### src/rtl/dfp_addsub_seq.sv
// Digit-serial decimal floating-point add/subtract engine.
// Operands arrive decomposed (sign, biased binary exponent, N BCD digits, inf/nan flags).
// The smaller operand is aligned one digit per cycle. The significands are then added or
// subtracted one digit per cycle, least significant digit first. The result is left
// unnormalised for the downstream normaliser/rounder.
//
// Ports:
//   clk, rst_n        clock, asynchronous active-low reset
//   ce                clock enable; freezes all state when low
//   rm, op            rounding mode, 0=add/1=sub (sampled on accept)
//   i_valid/i_ready   operand handshake (i_ready only while idle)
//   a_*/b_*           operand sign, exponent, BCD significand, inf/nan flags
//   o_valid/o_ready   result handshake
//   o_sgn, o_exp      result sign and exponent
//   o_sig             {carry digit, N digits, guard digit}
//   o_sticky          OR of all digits shifted past the guard digit
//   o_inf/o_nan/o_zero result class
module dfp_addsub_seq #(
  parameter int unsigned N  = 8,
  parameter int unsigned EW = 16
) (
  input  logic                 clk,
  input  logic                 rst_n,
  input  logic                 ce,
  input  logic [2:0]           rm,
  input  logic                 op,
  input  logic                 i_valid,
  output logic                 i_ready,
  input  logic                 a_sgn,
  input  logic                 b_sgn,
  input  logic [EW-1:0]        a_exp,
  input  logic [EW-1:0]        b_exp,
  input  logic [N*4-1:0]       a_sig,
  input  logic [N*4-1:0]       b_sig,
  input  logic                 a_inf,
  input  logic                 b_inf,
  input  logic                 a_nan,
  input  logic                 b_nan,
  output logic                 o_valid,
  input  logic                 o_ready,
  output logic                 o_sgn,
  output logic [EW-1:0]        o_exp,
  output logic [(N+2)*4-1:0]   o_sig,
  output logic                 o_sticky,
  output logic                 o_inf,
  output logic                 o_nan,
  output logic                 o_zero
);

  localparam int unsigned WW = (N + 1) * 4;
  localparam int unsigned OW = (N + 2) * 4;
  localparam int unsigned SW = N * 4;
  localparam int unsigned CW = $clog2(N + 2);

  localparam logic [CW-1:0] CntLast = CW'(N);
  localparam logic [CW-1:0] CntMax  = CW'(N + 1);

  // FIN registers the result one cycle before it is presented in DONE.
  localparam logic [2:0] S_IDLE  = 3'd0;
  localparam logic [2:0] S_CMP   = 3'd1;
  localparam logic [2:0] S_ALIGN = 3'd2;
  localparam logic [2:0] S_ADD   = 3'd3;
  localparam logic [2:0] S_FIN   = 3'd4;
  localparam logic [2:0] S_DONE  = 3'd5;

  logic [2:0]    r_state;

  // Registered operands
  logic [2:0]    r_rm;
  logic          r_op;
  logic          r_a_sgn, r_b_sgn;
  logic [EW-1:0] r_a_exp, r_b_exp;
  logic [SW-1:0] r_a_sig, r_b_sig;
  logic          r_a_inf, r_b_inf, r_a_nan, r_b_nan;

  // Working datapath
  logic [WW-1:0] r_l, r_s, r_res;
  logic          r_carry;
  logic          r_sticky;
  logic          r_sub;
  logic          r_sgn;
  logic [EW-1:0] r_exp;
  logic [CW-1:0] r_cnt;
  logic          r_early;

  // Output registers
  logic          r_o_valid, r_o_sgn, r_o_sticky, r_o_inf, r_o_nan, r_o_zero;
  logic [EW-1:0] r_o_exp;
  logic [OW-1:0] r_o_sig;

  // Compare-stage signals
  logic          w_sbe, w_rsub, w_a_ge;
  logic [SW-1:0] w_l_sig, w_s_sig;
  logic [EW-1:0] w_l_exp, w_s_exp, w_ediff;
  logic          w_l_sgn;
  logic [CW-1:0] w_d;

  logic          w_early, w_e_nan, w_e_inf, w_e_zero, w_e_sgn;
  logic [OW-1:0] w_e_sig;

  // Digit-serial arithmetic signals
  logic [3:0]    w_l_dig, w_s_dig, w_dig;
  logic [4:0]    w_sum, w_sum_adj, w_dif;
  logic          w_c_nxt;
  logic [3:0]    w_cdig;
  logic          w_res_zero;

  assign i_ready  = rst_n & (r_state == S_IDLE);
  assign o_valid  = r_o_valid;
  assign o_sgn    = r_o_sgn;
  assign o_exp    = r_o_exp;
  assign o_sig    = r_o_sig;
  assign o_sticky = r_o_sticky;
  assign o_inf    = r_o_inf;
  assign o_nan    = r_o_nan;
  assign o_zero   = r_o_zero;

  // Operand ordering: larger magnitude by exponent, then significand; ties pick a.
  always_comb begin
    w_sbe   = r_b_sgn ^ r_op;
    w_rsub  = r_a_sgn ^ w_sbe;
    w_a_ge  = (r_a_exp > r_b_exp) || ((r_a_exp == r_b_exp) && (r_a_sig >= r_b_sig));
    w_l_sig = w_a_ge ? r_a_sig : r_b_sig;
    w_s_sig = w_a_ge ? r_b_sig : r_a_sig;
    w_l_exp = w_a_ge ? r_a_exp : r_b_exp;
    w_s_exp = w_a_ge ? r_b_exp : r_a_exp;
    w_l_sgn = w_a_ge ? r_a_sgn : w_sbe;
    w_ediff = w_l_exp - w_s_exp;
    // Beyond N+1 digits every significand digit lands in sticky anyway.
    if (w_ediff > EW'(N + 1)) begin
      w_d = CntMax;
    end else begin
      w_d = w_ediff[CW-1:0];
    end
  end

  // Early-out special cases, highest priority first.
  always_comb begin
    w_early  = 1'b0;
    w_e_nan  = 1'b0;
    w_e_inf  = 1'b0;
    w_e_zero = 1'b0;
    w_e_sgn  = 1'b0;
    w_e_sig  = '0;
    if (r_a_nan) begin
      w_early = 1'b1;
      w_e_nan = 1'b1;
      w_e_sig = {4'h0, r_a_sig, 4'h0};
    end else if (r_b_nan) begin
      w_early = 1'b1;
      w_e_nan = 1'b1;
      w_e_sig = {4'h0, r_b_sig, 4'h0};
    end else if (r_a_inf && r_b_inf && w_rsub) begin
      w_early = 1'b1;
      w_e_nan = 1'b1;
    end else if (r_a_inf || r_b_inf) begin
      w_early = 1'b1;
      w_e_inf = 1'b1;
      w_e_sgn = r_a_inf ? r_a_sgn : w_sbe;
    end else if ((w_rsub && (r_a_exp == r_b_exp) && (r_a_sig == r_b_sig)) ||
                 ((r_a_sig == '0) && (r_b_sig == '0))) begin
      w_early  = 1'b1;
      w_e_zero = 1'b1;
      w_e_sgn  = w_rsub ? (r_rm == 3'd3) : r_a_sgn;
    end
  end

  // One BCD digit of add (carry) or subtract (borrow) per cycle.
  always_comb begin
    w_l_dig   = r_l[3:0];
    w_s_dig   = r_s[3:0];
    w_sum     = {1'b0, w_l_dig} + {1'b0, w_s_dig} + {4'b0000, r_carry};
    w_sum_adj = w_sum - 5'd10;
    w_dif     = {1'b0, w_l_dig} - {1'b0, w_s_dig} - {4'b0000, r_carry};
    if (r_sub) begin
      w_c_nxt = w_dif[4];
      w_dig   = w_dif[4] ? (w_dif[3:0] + 4'd10) : w_dif[3:0];
    end else begin
      w_c_nxt = (w_sum > 5'd9);
      w_dig   = w_c_nxt ? w_sum_adj[3:0] : w_sum[3:0];
    end
    // A subtraction never yields a carry digit; its final borrow is discarded.
    w_cdig     = {3'b000, r_carry & ~r_sub};
    w_res_zero = (r_res == '0) && (w_cdig == 4'h0) && !r_sticky;
  end

  always_ff @(posedge clk or negedge rst_n) begin
    if (!rst_n) begin
      r_state    <= S_IDLE;
      r_rm       <= '0;
      r_op       <= 1'b0;
      r_a_sgn    <= 1'b0;
      r_b_sgn    <= 1'b0;
      r_a_exp    <= '0;
      r_b_exp    <= '0;
      r_a_sig    <= '0;
      r_b_sig    <= '0;
      r_a_inf    <= 1'b0;
      r_b_inf    <= 1'b0;
      r_a_nan    <= 1'b0;
      r_b_nan    <= 1'b0;
      r_l        <= '0;
      r_s        <= '0;
      r_res      <= '0;
      r_carry    <= 1'b0;
      r_sticky   <= 1'b0;
      r_sub      <= 1'b0;
      r_sgn      <= 1'b0;
      r_exp      <= '0;
      r_cnt      <= '0;
      r_early    <= 1'b0;
      r_o_valid  <= 1'b0;
      r_o_sgn    <= 1'b0;
      r_o_exp    <= '0;
      r_o_sig    <= '0;
      r_o_sticky <= 1'b0;
      r_o_inf    <= 1'b0;
      r_o_nan    <= 1'b0;
      r_o_zero   <= 1'b0;
    end else if (ce) begin
      case (r_state)
        S_IDLE: begin
          if (i_valid) begin
            r_rm    <= rm;
            r_op    <= op;
            r_a_sgn <= a_sgn;
            r_b_sgn <= b_sgn;
            r_a_exp <= a_exp;
            r_b_exp <= b_exp;
            r_a_sig <= a_sig;
            r_b_sig <= b_sig;
            r_a_inf <= a_inf;
            r_b_inf <= b_inf;
            r_a_nan <= a_nan;
            r_b_nan <= b_nan;
            r_state <= S_CMP;
          end
        end
        S_CMP: begin
          r_early <= w_early;
          if (w_early) begin
            r_o_nan    <= w_e_nan;
            r_o_inf    <= w_e_inf;
            r_o_zero   <= w_e_zero;
            r_o_sgn    <= w_e_sgn;
            r_o_exp    <= '0;
            r_o_sig    <= w_e_sig;
            r_o_sticky <= 1'b0;
            r_state    <= S_FIN;
          end else begin
            r_l      <= {w_l_sig, 4'h0};
            r_s      <= {w_s_sig, 4'h0};
            r_res    <= '0;
            r_carry  <= 1'b0;
            r_sticky <= 1'b0;
            r_sub    <= w_rsub;
            r_sgn    <= w_l_sgn;
            r_exp    <= w_l_exp;
            if (w_d != '0) begin
              r_cnt   <= w_d;
              r_state <= S_ALIGN;
            end else begin
              r_cnt   <= '0;
              r_state <= S_ADD;
            end
          end
        end
        S_ALIGN: begin
          r_s      <= r_s >> 4;
          r_sticky <= r_sticky | (r_s[3:0] != 4'h0);
          if (r_cnt == CW'(1)) begin
            r_cnt   <= '0;
            r_state <= S_ADD;
          end else begin
            r_cnt <= r_cnt - CW'(1);
          end
        end
        S_ADD: begin
          r_l     <= r_l >> 4;
          r_s     <= r_s >> 4;
          r_res   <= {w_dig, r_res[WW-1:4]};
          r_carry <= w_c_nxt;
          if (r_cnt == CntLast) begin
            r_cnt   <= '0;
            r_state <= S_FIN;
          end else begin
            r_cnt <= r_cnt + CW'(1);
          end
        end
        S_FIN: begin
          if (!r_early) begin
            r_o_nan    <= 1'b0;
            r_o_inf    <= 1'b0;
            r_o_zero   <= w_res_zero;
            r_o_sgn    <= r_sgn;
            r_o_exp    <= w_res_zero ? '0 : r_exp;
            r_o_sig    <= {w_cdig, r_res};
            r_o_sticky <= r_sticky;
          end
          r_o_valid <= 1'b1;
          r_state   <= S_DONE;
        end
        S_DONE: begin
          if (o_ready) begin
            r_o_valid <= 1'b0;
            r_state   <= S_IDLE;
          end
        end
        default: r_state <= S_IDLE;
      endcase
    end
  end

endmodule

### config.mk
export PLATFORM = sky130hd
export DESIGN_NAME = dfp_addsub_seq
export DESIGN_NICKNAME = d
export VERILOG_FILES = /design/src/rtl/dfp_addsub_seq.sv
export SDC_FILE = /design/constraint.sdc
export NUM_CORES = 1
export LEC_CHECK = 0
export CORE_MARGIN = 2
export CORE_UTILIZATION = 50
export DETAILED_ROUTE_END_ITERATION = 10
export PLACE_DENSITY_LB_ADDON = 0.15
export SLEW_MARGIN = 0
export SYNTH_ARGS = -nofsm -noshare
export SYNTH_HDL_FRONTEND = slang
export SYNTH_SLANG_ARGS = --single-unit
### constraint.sdc
create_clock -name clk -period 5.8 [get_ports clk]
set_clock_uncertainty 0.2 [all_clocks]
set_input_delay 1.16 -clock clk [delete_from_list [all_inputs] [get_ports clk]]
set_output_delay 1.16 -clock clk [all_outputs]
set_load 0.01 [all_outputs]
Word level (Yosys, flattened, before mapping)
Index checks and enable logic that the tools add are counted.

cells by class
  divide/modulo/power cells = 0
  multiplexer cells = 79
  $lt $le $gt $ge = 4
  bitwise operators = 8
  reductions and logical operators = 35
  multipliers = 0
  equal/unequal tests = 17
  shift operators = 0
  $add $sub $neg = 9

operators by type and width
  kind                                                                              number
  36-bit one-hot mux with 2 select lines                                            3
  36-bit two-way mux                                                                5
  16-bit two-way mux                                                                5
  40-bit two-way mux                                                                2
  40-bit one-hot mux with 2 select lines                                            1
  32-bit zero test                                                                  2
  32-bit two-way mux                                                                2
  1-bit two-way mux                                                                 37
  36-bit zero test                                                                  1
  32-bit equality test                                                              1
  32-bit greater-or-equal comparator                                                1
  4-bit two-way mux                                                                 8
  16-bit one-hot mux with 2 select lines                                            1
  3-bit AND reduction                                                               7
  3-bit one-hot mux with 6 select lines                                             1
  16-bit equality test                                                              1
  16-bit greater-than comparator                                                    1
  16-bit by 4-bit greater-than comparator with 1-bit output, second input constant  1
  1-bit one-hot mux with 2 select lines                                             8
  16-bit subtractor                                                                 1
  3-bit two-way mux                                                                 5
  2-bit != test, second input constant                                              7
  4-bit one-hot mux with 3 select lines                                             1
  2-bit nonzero test                                                                5
  28 further kinds                                                                  45

word-level totals
  input port bits = 111
  register bits after elaboration = 304
  bits in latches = 0
  output and inout port bits = 63
  memories kept = 0
  logic and storage cells = 183
  ROM bits = 0
  memory bits (writable) = 0

Depth between registers and ports, before layout
  word-level depth = 12
  depth in mapped cells = 25
  depth with buffers taken out = 19

Least setup slack after synthesis
Ideal clock, no wire load.

  kind = register to register
  start point = register r_b_sig[29]
  end point = register r_cnt[0]
  setup time = 119 ps
  arrival = 4791 ps
  path slack = 691 ps
  required time = 5481 ps
  stages on the path, launching flop included = 25
  buffers on the path = 5
  clock period less this slack = 5109 ps
  cells stage by stage = dfrtp_1 > inv_1 > ha_1 > nand4_2 > nor4_2 > nand3_1 > and4_4 > a32oi_4 > buf_6 > buf_12 > buf_6 > clkbuf_1 > clkbuf_1 > nor2_1 > a22oi_1 > ha_1 > nor2_1 > nor3b_1 > o311ai_1 > a31oi_2 > o211ai_1 > and3_4 > a2111oi_4 > nand4_4 > o21a_1

between the ends
  word-level cells in the longest chain between the ends = 11
  elaborated cells between the ends (all ways) = 24
  classes of those cells = add/sub (1); order compare (2); eq/ne (2); mux (11); reduce/logical (8)

ends and longest elaborated chain
  item                                                       RTL line  text
  start, declared                                            73        logic [SW-1:0] r_a_sig, r_b_sig;
  start signal, assigned                                     231       r_b_sig <= b_sig;
  32-bit greater-or-equal comparator                         122       w_a_ge = (r_a_exp > r_b_exp) || ((r_a_exp == r_b_exp) && (r_a_sig >= r_b_sig));
  1-bit logical AND                                          122
  1-bit logical OR                                           122
  16-bit two-way mux, on equally long branches               125, 126
  16-bit subtractor                                          128       w_ediff = w_l_exp - w_s_exp;
  16-bit by 4-bit greater-than comparator with 1-bit output  130       if (w_ediff > EW'(N + 1)) begin
  4-bit two-way mux                                          130
  4-bit nonzero test                                         259       if (w_d != '0) begin
  4-bit two-way mux                                          259
  4-bit two-way mux                                          241       if (w_early) begin
  4-bit one-hot mux with 3 select lines                      221       case (r_state)
  end signal, assigned                                       260       r_cnt <= w_d;
  end signal, assigned                                       275       r_cnt <= r_cnt - CW'(1);
  end signal, assigned                                       287       r_cnt <= r_cnt + CW'(1);
  end, declared                                              83        logic [CW-1:0] r_cnt;

Several ways; a longest one is shown, not always the timed one. The select of a mux whose other input is x is not followed.
A chain may end at the register's enable or synchronous reset.

Worst setup path in the final report
  start point = register r_b_sig[1]
  end point = register r_cnt[2]

Same word-level chain as after synthesis.

==> reports/results.txt <==
status -> completed
Int Pwr -> 7.31 mW
fin crit period -> 5410 ps
Starting DRT DRC Count -> 1312
pin count of the biggest net entering global routing -> 152
initial core utilization -> 50.6%
clock power share -> 16.7%
sequential share of the synthesized area -> 44.6%
vias in the first global route -> 13536
total gr overflow -> 0
number of enable flip-flop cells after synthesis -> 0
Reg power frac -> 28.2%
maximum root-to-sink buffer count -> 3
Num CTS Buffers -> 36
YS warnings -> 0
Comb pwr share -> 55.1%
Max-Slew Margin vs Limit -> 23.2%
Synth area leader -> dfrtp_1
total track usage -> 27.4%
Detailed Routing Iterations Pass 1 -> 6
Critical Path Start Type -> register
Die ar. -> 0.0353 mm²
Post-Route WL -> 48.2 mm
Commonest cells post-synth -> nand2_1, dfrtp_1, o21ai_0
area delta synth->final -> 19.1%
DR vias/cell -> 5.72
P_sw -> 6.37 mW
Worst Path Required -> 6010 ps
peak supply drop -> 0.000378 V
Clk Tree Root Cell -> clkbuf_16
DRC -> 0
FF-to-FF Start -> r_b_sig[1]$_DFFE_PN0P_
Post-CTS Setup Inserts -> 0
Vert. Die Dim -> 188 µm
post-synthesis register bit count -> 301
first-pass GRT wire length -> 76.7 mm
period utilisation layout -> 93.3%
Critical Path Start -> r_b_sig[1]$_DFFE_PN0P_
leak pwr -> 8.71 nW
ys async rst share -> 100%
largest cells by area after synthesis -> dfrtp_1, nand2_1, mux2_2
Final WS setup -> 387 ps
WL/cell -> 19.4 µm
footprint of the multi-input gates -> 0.00859 mm²
Post-Syn Area -> 0.0169 mm²
half-perimeter wire length after placement -> 34.2 mm
CTS Hold Buffers Added -> 0
FP Rows -> 67
core region area -> 0.0334 mm²
Synth top area share -> 44.6%
Final Util -> 60.3%
Hold Crit Start -> o_sig[23]$_DFFE_PN0P_
endpoints failing setup -> 0
Fin Hold WS -> 275 ps
final-report max-slew violation count -> 0
pre-CTS setup slack -> 329 ps
Critical Path Sink Type -> register
Least-Margin Pin Slew -> 1150 ps
Post-layout nets -> 2191
vias -> 14200
top_reg_cell synth -> dfrtp_1
CP max FO -> 20
Port Buf Inserts -> 170
CTS sink count -> 301
top achievable clock speed -> 0.185 GHz
share of layout cells above drive strength 1 -> 11.4%
Die Width -> 188 µm
Sw Ratio -> 46.6%
initial antenna violation count -> 0
Layout fillers -> 2984
RSZ-0062 raised after global routing -> false
crit path DAT -> 5620 ps
most frequent cell after synthesis -> nand2_1
GPL Wtd Cong -> 0.930
max cap viols -> 0
clk slew on worst S/H paths -> 60 ps
Fin. Hold Viols -> 0
H-tree levels -> 2
ANT nets after route -> 0
worst min-delay path class -> reg -> reg
register area -> 0.00753 mm²
mean post-synth cell area -> 8.93 µm²
Crit Path Class -> reg -> reg
CTS tree -> done
post-synth cell types -> 82
Setup TNS -> 0 ps
Pwr Density -> 680 mW/mm²
I/O pin count -> 174
Skew-Pair Late Insertion Delay -> 530 ps
Post-Syn Instances -> 1893
post-CTS sizing -> 0
==> final cells by class <==
type	count	share of cell area [%]
timing repair buffer	202	9.86
clock inverter	10	0.697
inverter	69	1.29
antenna	1	0.0124
tap	448	2.79
multi-input combinational	1401	42.7
clock buffer	51	5.22
sequential	301	37.4
==> metal layers <==
layer	wire (µm)	up-vias	global-route usage, %
met5	0	-	0
met4	828	0	6.18
met3	3580	56	4.59
met2	20600	518	40.3
met1	23100	6824	42.3
li1	-	6802	-
==> power groups by stage <==
stage	clock network [mW]	registers (mW)	logic, mW
floorplan	0	3.56	5.40
global placement	0	3.82	7.30
detailed placement	0	3.85	7.38
CTS	2.32	3.82	7.44
global route	2.41	3.96	8.35
finish	2.29	3.85	7.54
==> cell usage in the layout (no fill, tap or decap), types with 6 or more instances in the layout <==
cell type and instances:
o31ai_1 6, a21oi_1 150, mux2_2 113, xor2_1 6, nand2b_1 8, buf_4 29, clkdlybuf4s50_1 169, and2_1 7
ha_1 65, inv_1 69, nor2_1 141, a31oi_1 8, nor4_1 25, xnor2_1 12, clkbuf_16 38, nor2b_1 12
a22oi_1 6, clkbuf_1 8, nand3_1 20, nor3_1 13, nand4_1 18, nand2_1 359, mux2i_1 46, dfrtp_1 300
o211ai_1 43, o21ai_0 243
==> cells by family after synthesis <==
family	after synthesis	synth area share, %
and+or+nand+nor	645	16.8
AOI/OAI and AO/OA	505	17.1
DFF	301	44.6
buffers and inverters	193	4.86
muxes	160	10.3
adders and majority gates	69	5.29
xor gates and xnor gates	19	1.03
other	1	0.0222
==> worst paths after layout <==
kind                                                to  slack, ps  cells after the start
worst min-delay path             o_sig[23]$_DFFE_PN0P_        280                      2
worst max-delay path              r_cnt[2]$_DFFE_PN0P_        390                     20
worst max register to register    r_cnt[2]$_DFFE_PN0P_        390                     20
worst min register to register   o_sig[23]$_DFFE_PN0P_        280                      2
min in group asynchronous       r_a_exp[4]$_DFFE_PN0P_        420                      1
max in group asynchronous        o_sig[12]$_DFFE_PN0P_       3530                      2
==> worst max-delay path, stage by stage (launching register included) <==
cell and delay [ps]:
dfrtp_1 480, inv_1 100, ha_1 290, nor2b_1 140, o211ai_1 110, a2111oi_1 580, o41ai_1 250, buf_4 190
a32oi_4 540, nor2_1 90, a22oi_1 210, ha_1 200, nor2_1 60, nor3b_1 270, o311ai_1 180, a31oi_2 230
o211ai_1 110, and3_4 210, a2111oi_4 440, nand4_4 180, o311ai_2 230
==> sequential cells by signal, indices dropped and copies added (netlist names), 3 cells and up <==
register / cells
o_exp: 16
r_cnt: 4
r_a_exp: 16
r_b_exp: 16
r_s: 36
r_b_sig: 32
r_rm: 3
r_res: 36
r_a_sig: 32
o_sig: 37
r_l: 36
r_state: 3
r_exp: 16
==> through the flow <==
stage                     cells  area [µm²]  total power [mW]
after global routing       2482       20100              14.7
after detailed placement   2421       18900              11.2
after CTS                  2482       20100              13.6
final                      2483       20100              13.7
after floorplan            1895       16900              8.97
after global placement     2421       18900              11.1
No activity file was read; power rests on OpenSTA's default activity.
